**config.mk**
```make
export PLATFORM = sky130hd
export DESIGN_NAME = ber_test_ctrl
export DESIGN_NICKNAME = d
export VERILOG_FILES = /design/src/rtl/ber_pkg.sv /design/src/rtl/ber_sat_acc.sv /design/src/rtl/ber_test_ctrl.sv
export SDC_FILE = /design/constraint.sdc
export NUM_CORES = 1
export LEC_CHECK = 0
export ABC_AREA = 0
export BUFFER_PORTS_ARGS = -buffer_cell sky130_fd_sc_hd__buf_2
export CORE_ASPECT_RATIO = 0.6
export CORE_MARGIN = 2
export CORE_UTILIZATION = 45
export CTS_BUF_LIST = sky130_fd_sc_hd__clkbuf_8
export DETAILED_ROUTE_END_ITERATION = 6
export GPL_ROUTABILITY_DRIVEN = 0
export PLACE_DENSITY = 0.68
export SLEW_MARGIN = 20
export SYNTH_ARGS = -nofsm -noshare
export SYNTH_HDL_FRONTEND = slang
export SYNTH_SLANG_ARGS = --single-unit
```
**constraint.sdc**
```tcl
create_clock -name clk_in -period 4 [get_ports clk_in]
set_input_delay 0.8 -clock clk_in [delete_from_list [all_inputs] [get_ports clk_in]]
set_output_delay 0.8 -clock clk_in [all_outputs]
set_load 0.005 [all_outputs]
```
**src/rtl/ber_pkg.sv**
```systemverilog
// Shared types and constants for the BER test sequencer.
// The BER_ERR_INJECT_EN build option lives in ber_test_ctrl.
package ber_pkg;

    typedef enum logic [2:0] {
        IDLE,
        RESEED,
        SYNC,
        RUN,
        DONE
    } ber_state_t;

    localparam int ERR_BITS_W = 6;
    localparam logic [3:0] BYTE_ALL = 4'hF;

endpackage

```
**src/rtl/ber_sat_acc.sv**
```systemverilog
// Saturating accumulator with synchronous clear and a sticky saturation flag.
// The sum is formed one bit wider than the counter to catch overflow.
module ber_sat_acc
    import ber_pkg::*;
#(
    parameter int CNT_W = 32,
    parameter int ADD_W = ERR_BITS_W
) (
    input  logic             clk_in,
    input  logic             arst_in,
    input  logic             clr_in,
    input  logic             add_en_in,
    input  logic [ADD_W-1:0] add_val_in,
    output logic [CNT_W-1:0] acc_out,
    output logic             sat_out
);

    localparam int PAD_W = CNT_W + 1 - ADD_W;

    logic [CNT_W-1:0] acc_q;
    logic             sat_q;
    logic [CNT_W:0]   sum_w;

    assign sum_w = {1'b0, acc_q} + {{PAD_W{1'b0}}, add_val_in};

    always_ff @(posedge clk_in or posedge arst_in) begin
        if (arst_in) begin
            acc_q <= '0;
            sat_q <= 1'b0;
        end else if (clr_in) begin
            acc_q <= '0;
            sat_q <= 1'b0;
        end else if (add_en_in) begin
            if (sum_w[CNT_W]) begin
                acc_q <= '1;
                sat_q <= 1'b1;
            end else begin
                acc_q <= sum_w[CNT_W-1:0];
            end
        end
    end

    assign acc_out = acc_q;
    assign sat_out = sat_q;

endmodule

```
**src/rtl/ber_test_ctrl.sv**
```systemverilog
// BER test run sequencer: reseed, sync/lock, counted run, done.
// Define BER_ERR_INJECT_EN to add the tx error-injection port set.
module ber_test_ctrl
    import ber_pkg::*;
#(
    parameter int CNT_W        = 32,
    parameter int LOCK_THRESH  = 16,
    parameter int SYNC_TIMEOUT = 4096
) (
    input  logic                  clk_in,
    input  logic                  arst_in,
    input  logic                  start_in,
    input  logic                  abort_in,
    input  logic [CNT_W-1:0]      test_len_in,
    input  logic                  gen_ready_in,
    output logic [3:0]            byte_ctrl_out,
    output logic                  prbs_rst_out,
    input  logic                  rx_valid_in,
    input  logic [ERR_BITS_W-1:0] rx_err_bits_in,
    output logic                  busy_out,
    output logic                  done_out,
    output logic                  locked_out,
    output logic                  lock_fail_out,
    output logic [CNT_W-1:0]      word_cnt_out,
    output logic [CNT_W-1:0]      err_cnt_out,
`ifdef BER_ERR_INJECT_EN
    input  logic                  inject_in,
    output logic                  inject_out,
    output logic [CNT_W-1:0]      inj_cnt_out,
`endif
    output logic                  sat_out
);

    localparam int GOOD_W = $clog2(LOCK_THRESH + 1);
    localparam int TO_W   = $clog2(SYNC_TIMEOUT);
    localparam logic [GOOD_W-1:0] LOCK_V = GOOD_W'(LOCK_THRESH);
    localparam logic [TO_W-1:0]   TO_MAX = TO_W'(SYNC_TIMEOUT - 1);

    ber_state_t        state_q;
    logic [CNT_W-1:0]  len_q;
    logic [CNT_W-1:0]  word_q;
    logic [GOOD_W-1:0] good_q;
    logic [GOOD_W-1:0] good_d;
    logic [TO_W-1:0]   to_q;
    logic              locked_q;
    logic              fail_q;
    logic              busy_q;
    logic              done_q;
    logic              prbs_q;

    logic start_ok;
    logic acc_add;
    logic lock_hit;
    logic run_last;
    logic active;

    always_comb begin
        good_d = good_q;
        if (rx_valid_in) begin
            good_d = (rx_err_bits_in == '0) ? good_q + 1'b1 : '0;
        end
    end

    assign start_ok = !abort_in && start_in &&
                      (state_q == IDLE || state_q == DONE);
    assign acc_add  = !abort_in && state_q == RUN && rx_valid_in;
    assign lock_hit = good_d == LOCK_V;
    assign run_last = rx_valid_in && (word_q + 1'b1 == len_q);
    assign active   = state_q == SYNC || state_q == RUN;

    // Abort must silence the generator in the same cycle it is raised.
    assign byte_ctrl_out = (!abort_in && active && gen_ready_in) ?
                           BYTE_ALL : 4'h0;

    always_ff @(posedge clk_in or posedge arst_in) begin
        if (arst_in) begin
            state_q  <= IDLE;
            len_q    <= '0;
            word_q   <= '0;
            good_q   <= '0;
            to_q     <= '0;
            locked_q <= 1'b0;
            fail_q   <= 1'b0;
            busy_q   <= 1'b0;
            done_q   <= 1'b0;
            prbs_q   <= 1'b0;
        end else if (abort_in) begin
            state_q <= IDLE;
            busy_q  <= 1'b0;
            done_q  <= 1'b0;
            prbs_q  <= 1'b0;
        end else begin
            unique case (state_q)
                IDLE, DONE: begin
                    if (start_in) begin
                        state_q  <= RESEED;
                        len_q    <= test_len_in;
                        word_q   <= '0;
                        locked_q <= 1'b0;
                        fail_q   <= 1'b0;
                        busy_q   <= 1'b1;
                        done_q   <= 1'b0;
                        prbs_q   <= 1'b1;
                    end
                end
                RESEED: begin
                    state_q <= SYNC;
                    good_q  <= '0;
                    to_q    <= '0;
                    prbs_q  <= 1'b0;
                end
                SYNC: begin
                    good_q <= good_d;
                    to_q   <= to_q + 1'b1;
                    if (lock_hit) begin
                        locked_q <= 1'b1;
                        if (len_q == '0) begin
                            state_q <= DONE;
                            busy_q  <= 1'b0;
                            done_q  <= 1'b1;
                        end else begin
                            state_q <= RUN;
                        end
                    end else if (to_q == TO_MAX) begin
                        fail_q  <= 1'b1;
                        state_q <= DONE;
                        busy_q  <= 1'b0;
                        done_q  <= 1'b1;
                    end
                end
                RUN: begin
                    if (rx_valid_in) begin
                        word_q <= word_q + 1'b1;
                    end
                    if (run_last) begin
                        state_q <= DONE;
                        busy_q  <= 1'b0;
                        done_q  <= 1'b1;
                    end
                end
                default: begin
                    state_q <= IDLE;
                    busy_q  <= 1'b0;
                    done_q  <= 1'b0;
                    prbs_q  <= 1'b0;
                end
            endcase
        end
    end

    ber_sat_acc #(
        .CNT_W (CNT_W),
        .ADD_W (ERR_BITS_W)
    ) u_err_acc (
        .clk_in     (clk_in),
        .arst_in    (arst_in),
        .clr_in     (start_ok),
        .add_en_in  (acc_add),
        .add_val_in (rx_err_bits_in),
        .acc_out    (err_cnt_out),
        .sat_out    (sat_out)
    );

`ifdef BER_ERR_INJECT_EN
    logic             pend_q;
    logic [CNT_W-1:0] inj_q;

    assign inject_out  = pend_q && byte_ctrl_out == BYTE_ALL;
    assign inj_cnt_out = inj_q;

    // A request waits for an accepted tx word so the flip is never lost.
    always_ff @(posedge clk_in or posedge arst_in) begin
        if (arst_in) begin
            pend_q <= 1'b0;
            inj_q  <= '0;
        end else if (start_ok || abort_in) begin
            pend_q <= 1'b0;
            if (start_ok) begin
                inj_q <= '0;
            end
        end else begin
            if (inject_out) begin
                pend_q <= 1'b0;
                inj_q  <= inj_q + 1'b1;
            end
            if (inject_in && state_q == RUN) begin
                pend_q <= 1'b1;
            end
        end
    end
`endif

    assign prbs_rst_out  = prbs_q;
    assign busy_out      = busy_q;
    assign done_out      = done_q;
    assign locked_out    = locked_q;
    assign lock_fail_out = fail_q;
    assign word_cnt_out  = word_q;

endmodule

```
After elaboration in Yosys (flattened, before gate mapping). Cells that the tools add are included.

Add/sub/neg operators: 4. $mul: 0. Divide/modulo/power cells: 0. $lt $le $gt $ge: 0. Equality and inequality tests: 18. Shifts and indexed selects: 0. Muxes and demuxes: 41. Bitwise gates (word level): 1. Reduce and logical (&&, ||, !) cells: 29.

Operators with widths (number): two-way mux 32 bit (5); one-hot mux 32 bit (2 select lines) (1); adder 32 x 6 -> 33 bit (1); adder 32 x 1 -> 32 bit (second input constant) (1); equality test 32 bit (1); logical NOT 32 bit (1); one-hot mux 12 bit (2 select lines) (1); two-way mux 1 bit (18); two-way mux 3 bit (6); adder 12 x 1 -> 12 bit (second input constant) (1); equality test 12 bit (second input constant) (1); one-hot mux 3 bit (4 select lines) (1); two-way mux 5 bit (2); != test 2 bit (second input constant) (5); one-hot mux 5 bit (2 select lines) (1); AND reduction 5 bit (2); nonzero test 2 bit (5); != test 4 x 3 -> 1 bit (second input constant) (2); one-hot mux 1 bit (4 select lines) (2); AND reduction 4 bit (2); logical AND 1 bit (7); equality test 3 x 2 -> 1 bit (second input constant) (2); logical NOT 6 bit (1); != test 3 bit (second input constant) (2); other kinds (14) (22).

Bits in registers: 122. Bits in latches: 0. Bits in writable memories: 0. ROM bits: 0. Bits of input ports: 44. Output and inout port bits: 74. Logic and storage cells: 105. Memories: 0.

Depth between registers and ports, before layout. Gate-level depths: netlist of run 1.

Word-level depth: 7. Gate-level depth with buffers: 11. Mapped depth without buffers: 10.

Modules after synthesis. Synthesis of run 1 repeated with hierarchy kept, for this count alone.

Cells, all modules: 902. Area total of the unflattened synthesis: 7646.1 µm².

Modules (own cells, without submodules): ber_test_ctrl (instances 1, cells each 683, area an instance 5610.4 µm², sequential area each 2227.1 µm²); ber_sat_acc (instances 1, cells each 219, area an instance 2035.7 µm², sequential area each 825.8 µm²).

Least setup slack after synthesis of run 1. No wires, ideal clock.

Kind: reg2reg. Start: register word_q[0], in the netlist word_cnt_out[0]. End: register done_q, in the netlist done_out. Setup time: 0.082 ns. Data arrival time: 3.054 ns. Required time: 3.918 ns. Setup slack: 0.864 ns. Stages on the path, launching flop included: 11. Buffers on the path: 1. Period minus slack after synthesis: 3.136 ns. Cells stage by stage: dfrtp_1 > ha_1 > buf_2 > nand3_1 > or4_4 > nor3_4 > xnor2_1 > o22ai_1 > or4_1 > or4_1 > a31oi_1.

Cells in the longest elaborated chain, start to end: 5.

Ends and longest elaborated chain: from (decl) (RTL line ber_test_ctrl.sv:41) `logic [CNT_W-1:0] word_q;`; from (signal assigned) (RTL line ber_test_ctrl.sv:133) `word_q <= word_q + 1'b1;`; adder 32 x 1 -> 32 bit (RTL line ber_test_ctrl.sv:68) `assign run_last = rx_valid_in && (word_q + 1'b1 == len_q);`; equality test 32 bit (RTL line ber_test_ctrl.sv:68); logical AND 1 bit (RTL line ber_test_ctrl.sv:68); != test 3 bit (no source line); AND reduction 5 bit (no source line); to (signal assigned) (RTL line ber_test_ctrl.sv:85) `done_q <= 1'b0;`; to (signal assigned) (RTL line ber_test_ctrl.sv:90) `done_q <= 1'b0;`; to (signal assigned) (RTL line ber_test_ctrl.sv:102) `done_q <= 1'b0;`; to (decl) (RTL line ber_test_ctrl.sv:48) `logic done_q;`.

Every way passes these cells. A chain may end at the register's enable or synchronous reset.

Worst setup path in the final report of run 1.
Start: register word_q[0], in the netlist word_cnt_out[0]. End: register busy_q, in the netlist busy_out.

Cells in the longest elaborated chain, start to end: 5.

Ends and longest elaborated chain: adder 32 x 1 -> 32 bit (RTL line ber_test_ctrl.sv:68); equality test 32 bit (RTL line ber_test_ctrl.sv:68); logical AND 1 bit (RTL line ber_test_ctrl.sv:68); != test 3 bit (no source line); AND reduction 5 bit (no source line); to (signal assigned) (RTL line ber_test_ctrl.sv:84) `busy_q <= 1'b0;`; to (signal assigned) (RTL line ber_test_ctrl.sv:89) `busy_q <= 1'b0;`; to (signal assigned) (RTL line ber_test_ctrl.sv:101) `busy_q <= 1'b1;`; to (decl) (RTL line ber_test_ctrl.sv:47) `logic busy_q;`.

Every way passes these cells.

==> results of run 1 <==
[sequential cells by signal, summed over array words and instances (netlist names)]
register and cells:
state_q 3, len_q 32, lock_fail_out 1, busy_out 1, locked_out 1, done_out 1
good_q 5, u_err_acc.acc_out 32, word_cnt_out 32, to_q 12, u_err_acc.sat_out 1, prbs_rst_out 1
[cell type report]
cell class                 instances  area share (%)
tap                              203            3.02
clock inverter                    14            2.15
timing repair buffer             130            8.28
inverter                          17           0.805
sequential                       122            36.4
clock buffer                      18            2.95
multi-input combinational        666            46.4
[stage by stage]
| stage | utilization (%) | hold WS (ps) | setup slack (ps) | cells | instance area, µm² |
|---|---|---|---|---|---|
| after floorplan | - | 471 | 864 | 855 | 7220 |
| after global placement | 51.4 | 480 | 668 | 1138 | 7970 |
| after detailed placement | 51.4 | 485 | 538 | 1138 | 7970 |
| after CTS | 54.2 | 503 | 525 | 1170 | 8400 |
| after global routing | 54.2 | 521 | 265 | 1170 | 8400 |
| final | 54.2 | 508 | 494 | 1170 | 8400 |
[cells by family after synthesis]
kind of cell | after synthesis | synth area share (%)
AND/OR/NAND/NOR | 411 | 28.2
AO/OA/AOI/OAI | 162 | 13.6
flip-flops | 122 | 42.3
XOR/XNOR | 77 | 9.34
buffers and inverters | 67 | 3.81
adder cells (fa/ha/maj) | 10 | 1.84
multiplexers | 6 | 0.884
[worst max-delay path: cells and delay by family (launching register included)]
family | cells | cell delay (ps)
xor gates and xnor gates | 1 | 150
and+or+nand+nor | 5 | 2110
DFF | 1 | 470
adders and majority gates | 1 | 360
AOI/OAI and AO/OA | 2 | 260
[synth_stat cells, types with 2 or more instances]
cell type / instances
and2_1: 10
nand4_1: 33
or4_4: 3
nor2b_1: 2
mux2i_1: 3
nor3_1: 16
and4_1: 6
nand2_1: 159
nor3b_1: 3
o21bai_1: 4
o22a_1: 2
a31oi_1: 7
inv_1: 17
clkbuf_1: 37
xnor2_1: 42
a21oi_1: 22
o41ai_1: 4
mux2_2: 3
a31o_2: 2
buf_2: 10
a21o_1: 2
o21ai_0: 81
o31ai_1: 14
nand3b_1: 3
nand2b_1: 8
o21ai_1: 2
nand3_1: 50
and3_1: 14
or4_1: 4
or3_1: 7
nor3_2: 3
dfrtp_1: 122
buf_4: 3
nor2_1: 63
o311ai_0: 3
ha_1: 9
nor4_1: 18
a22o_1: 2
o211ai_1: 3
xor2_1: 35
[per-layer routing]
metal	vias to the layer above	share of wire [%]
met3	5	9.8
li1	3229	-
met5	-	0
met1	3154	53
met2	266	37
met4	0	0.24
[worst min-delay path by stage]
stage          cells past startpoint  slack (ps)                     startpoint                       endpoint
2_1_floorplan                      2         470  u_err_acc.sat_out$_DFFE_PP0P_  u_err_acc.sat_out$_DFFE_PP0P_
3_3_place_gp                       2         480  u_err_acc.sat_out$_DFFE_PP0P_  u_err_acc.sat_out$_DFFE_PP0P_
3_5_place_dp                       2         480  u_err_acc.sat_out$_DFFE_PP0P_  u_err_acc.sat_out$_DFFE_PP0P_
4_1_cts                            2         500  u_err_acc.sat_out$_DFFE_PP0P_  u_err_acc.sat_out$_DFFE_PP0P_
5_1_grt                            2         520  u_err_acc.sat_out$_DFFE_PP0P_  u_err_acc.sat_out$_DFFE_PP0P_
6_report                           2         510  u_err_acc.sat_out$_DFFE_PP0P_  u_err_acc.sat_out$_DFFE_PP0P_
[report_power, final]
group	internal [mW]	switching, mW	total [mW]	leakage (nW)
combinational	0.457	0.602	1.06	2.07
sequential	1.44	0.329	1.77	1.65
clock	0.689	0.519	1.21	0.221
total	2.59	1.45	4.04	3.94
[layout by cell type (no fill, tap or decap), drive strengths merged, types with 4 or more instances in the layout]
| master | count |
|---|---|
| a21oi | 22 |
| a31oi | 7 |
| and2 | 10 |
| and3 | 14 |
| and4 | 6 |
| buf | 130 |
| bufinv | 4 |
| clkbuf | 18 |
| clkinv | 6 |
| dfrtp | 122 |
| ha | 9 |
| inv | 18 |
| nand2 | 159 |
| nand2b | 8 |
| nand3 | 50 |
| nand4 | 35 |
| nor2 | 64 |
| nor3 | 20 |
| nor3b | 4 |
| nor4 | 19 |
| o21ai | 83 |
| o21bai | 4 |
| o31ai | 14 |
| o41ai | 4 |
| or3 | 7 |
| or4 | 7 |
| xnor2 | 42 |
| xor2 | 35 |
==> impl_metrics.toml, run 1 <==
[timing]
period_needed_ps = 3510
period_share_pct = 87.7
slew_headroom_pct = 37.0
setup_viol = 0
rsz0062_at_grt = "false"
report.final.slew_viol_count = 0
hold_viol_final = 0
tns_ps = 0
timing.fmax_mhz = 285
finalClockSkew_ps = 16.9
tightestPinTransition_ps = 942

[synth]
async_flop_share_pct = 100
yosys.area.top_type_share_pct = 42.3
synth_cell_types = 64
synthCells = 855
ys_warn_count = 0
netlist_area_mm2 = 0.00722
synth_top_area_cell = "dfrtp_1"
synth_edf_count = 0
seq_area_frac_synth_pct = 42.3
synthTopCellsByArea = "dfrtp_1 42%, nand2_1 8.3%, o21ai_0 5.6%, xnor2_1 5.1%, xor2_1 4.2%"
synthesis.nets = 909
avgSynthCellArea_um2 = 8.44
synth-seq-cells = 122
synthFlopType = "dfrtp_1"

[power]
p_total_mw = 4.04
power_density_mw_per_mm2 = 481
ir_worst_vdd_uv = 232
leakage_nw = 3.94

[critical_path]
crit_required_ps = 4270
cp_max_fo = 9
crit_path_max_incr_delay_ps = 610
path_cells = "ha_1 > nand3_1 > or4_4 > nor3_4 > xnor2_1 > o22ai_1 > or4_1 > nor4_1 > o21ai_0"
reg2reg_from = "word_cnt_out[0]$_DFFE_PP0P_"
slowest_stage = "or4_4"
arrival_ps = 3780
r2r_slack_ps = 490
crit_path_end_kind = "flip-flop"
cp-endpoint = "busy_out$_DFFE_PP0P_"
critPathLaunch = "word_cnt_out[0]$_DFFE_PP0P_"
timing.rr.end = "busy_out$_DFFE_PP0P_"
critPathLaunchType = "flip-flop"
crit_type = "flip-flop to flip-flop"
reg2reg_depth = 9

[grt]
grt_pass1_vias = 5943
met3_usage_pct = 6.89
top_usage_layer = "met1"
gr-usage-all-layers_pct = 24.5
antenna_found_initial = 0
use_met2_pct = 31.1
grt_pass1_wl_um = 33000
overflow = 0
use_met1_pct = 40.5
grt_max_degree = 123

[drt]
drt-total-wl_um = 20600
via_per_inst = 5.69
ant_nets = 0
drt_iter0_markers = 603
drt-pass1-iter-count = 7
drc = 9
wl_per_cell_um = 17.6
vias = 6654

[clocking]
clk_latency_ps = 430
numCtsBuffers = 17
root_buffer = "clkbuf_8"
clockBufferDepth = 2
clock_sinks = 122
cts_tree = "yes"
cts.htree.levels = 4
post-cts-setup-buffers = 0
cts_resized = 0
clkTransAtPathRegs_ps = 70
cts_hold_buf = 0

[run]
cap_violations = 0

[status]
run_status = "finished, violations left"
violations = "design-rule violations"

[cells_and_area]
drive_gt1_share_pct = 18.7
fillers = 1503
regArea_mm2 = 0.00305
multiInputGateArea_mm2 = 0.00390
diodes = 0
final_nets = 1008
area_delta_synth_final_pct = 16.3

[die]
core_area_mm2 = 0.0155
rows = 35
die_y_um = 102
start_util_pct = 46.6
die_width_um = 168
ios = 118
dieArea_mm2 = 0.0171

[placement]
dp_hpwl_um = 14600
place.port_buffers = 117

[hold_path]
min_path_type = "flip-flop to flip-flop"
No activity file was read; power rests on OpenSTA's default activity.
==> run 2: changes to the inputs <==
- CTS_CLUSTER_DIAMETER: default -> 60
- clock period: 4 -> 3.2 ns (I/O delays scaled with it)
==> impl_metrics.toml, run 2 (synthesized netlist as in run 1, its figures left out) <==
[grt]
grt_pass1_wl_um = 33700
antenna_found_initial = 0
overflow = 0
gr-usage-all-layers_pct = 25.4
grt_max_degree = 58
grt_pass1_vias = 5975

[timing]
hold_viol_final = 0
setup_viol = 0
report.final.slew_viol_count = 0
tns_ps = 0
period_needed_ps = 3100
rsz0062_at_grt = "false"
finalClockSkew_ps = 17.6
tightestPinTransition_ps = 640
slew_headroom_pct = 57.0
fin_hold_ws_ps = 189
finalWorstSetupSlack_ps = 102
timing.fmax_mhz = 323
period_share_pct = 96.8

[clocking]
clock_sinks = 122
cts_tree = "yes"
root_buffer = "clkbuf_8"
cts_hold_buf = 0
cts.htree.levels = 4
clk_latency_ps = 440
numCtsBuffers = 17
clkTransAtPathRegs_ps = 90
clockBufferDepth = 2

[critical_path]
crit_required_ps = 3540
crit_type = "flip-flop to flip-flop"
path_cells = "buf_4 > nand4_1 > o211ai_1 > o21ai_0 > a221o_1 > nor3_1 > buf_4 > nand4_1 > or4_1 > a31oi_1"
critPathLaunchType = "flip-flop"
cp_max_fo = 5
slowest_stage = "or4_1"
crit_path_end_kind = "flip-flop"
arrival_ps = 3440
crit_path_max_incr_delay_ps = 610

[die]
dieArea_mm2 = 0.0171
start_util_pct = 46.6
ios = 118
core_area_mm2 = 0.0155
die_width_um = 168
rows = 35
die_y_um = 102

[placement]
dpl_worst_slack_ps = 120
dp_hpwl_um = 15500
place.port_buffers = 117

[cells_and_area]
area_delta_synth_final_pct = 19.9
layout_common_cells = "158 x nand2_1, 120 x dfrtp_1, 117 x buf_2, 81 x o21ai_0, 63 x nor2_1"
final_nets = 1047
drive_gt1_share_pct = 22.6
final_common_cell = "nand2_1"
diodes = 0

[drt]
drt-total-wl_um = 21200
drc = 9
drt-pass1-iter-count = 7
vias = 6872
wl_per_cell_um = 17.6
drt_iter0_markers = 691
via_per_inst = 5.68
ant_nets = 0

[power]
leakage_nw = 4.12
power_density_mw_per_mm2 = 565
ir_worst_vdd_uv = 260
p_total_mw = 4.89

[hold_path]
min_path_type = "primary input to asynchronous set/reset pin"

[status]
run_status = "finished, violations left"
violations = "design-rule violations"

[run]
cap_violations = 0
==> run 2: changes by cell type in the layout (fill, tap and decap cells not counted), moves of 2 or more <==
cell / before / now
inv_6: 0 / 2
dfrtp_1: 122 / 120
inv_1: 18 / 16
buf_4: 12 / 50
clkinvlp_4: 3 / 6
dfrtp_2: 0 / 2
bufinv_16: 4 / 1
==> run 2: critical path, delay by kind of cell (launching register included) <==
family	cells	cell delay [ps]
AO/OA/AOI/OAI	4	1080
buffers and inverters	2	360
flip-flops	1	400
AND/OR/NAND/NOR	4	1160
==> run 2: layout make-up <==
type	count	area [µm²]
Timing Repair Buffer	169	1000
Sequential cell	122	3060
Multi-Input combinational cell	666	3920
Clock buffer	17	234
Tap cell	203	254
Clock inverter	15	128
Fill cell	1429	6850
Inverter	17	67.6
==> run 2: per-layer routing <==
metal | vias up | GRT usage (%) | part of all wire [%]
met5 | - | 0 | 0
met3 | 17 | 7.05 | 11
met2 | 306 | 31.4 | 37
li1 | 3304 | - | -
met4 | 0 | 6.22 | 0.74
met1 | 3245 | 41.9 | 52
==> run 2: worst paths after layout <==
path | start | endpoint | slack, ps | cells past startpoint
worst max-delay path | word_cnt_out[20]$_DFFE_PP0P_ | done_out$_DFFE_PP0P_ | 100 | 10
worst min-delay path | arst_in | len_q[17]$_DFFE_PP0P_ | 190 | 2
worst max register to register | word_cnt_out[20]$_DFFE_PP0P_ | done_out$_DFFE_PP0P_ | 100 | 10
worst min register to register | u_err_acc.sat_out$_DFFE_PP0P_ | u_err_acc.sat_out$_DFFE_PP0P_ | 490 | 2
max in group asynchronous | arst_in | prbs_rst_out$_DFFE_PP0P_ | 2330 | 3
min in group clk_in | test_len_in[23] | len_q[23]$_DFFE_PP0P_ | 380 | 3
==> run 2: timing repair <==
action / in CTS / in global routing
setup buffers: 0 / 1
resized for setup: 0 / 6
endpoints found under the setup margin: 0 / 5
==> run 2: report_power, final <==
group	total, mW	internal [mW]	leakage, nW	switching (mW)
sequential	2.19	1.81	1.64	0.381
combinational	1.40	0.600	2.30	0.797
clock	1.30	0.611	0.174	0.692
==> run 2: per-stage QoR <==
step / utilization, % / area (µm²) / cells
after detailed placement: 53.3 / 8270 / 1176
after global routing: 55.8 / 8660 / 1209
after global placement: 53.3 / 8270 / 1176
after floorplan: - / 7220 / 855
after CTS: 55.7 / 8630 / 1208
final: 55.8 / 8660 / 1209
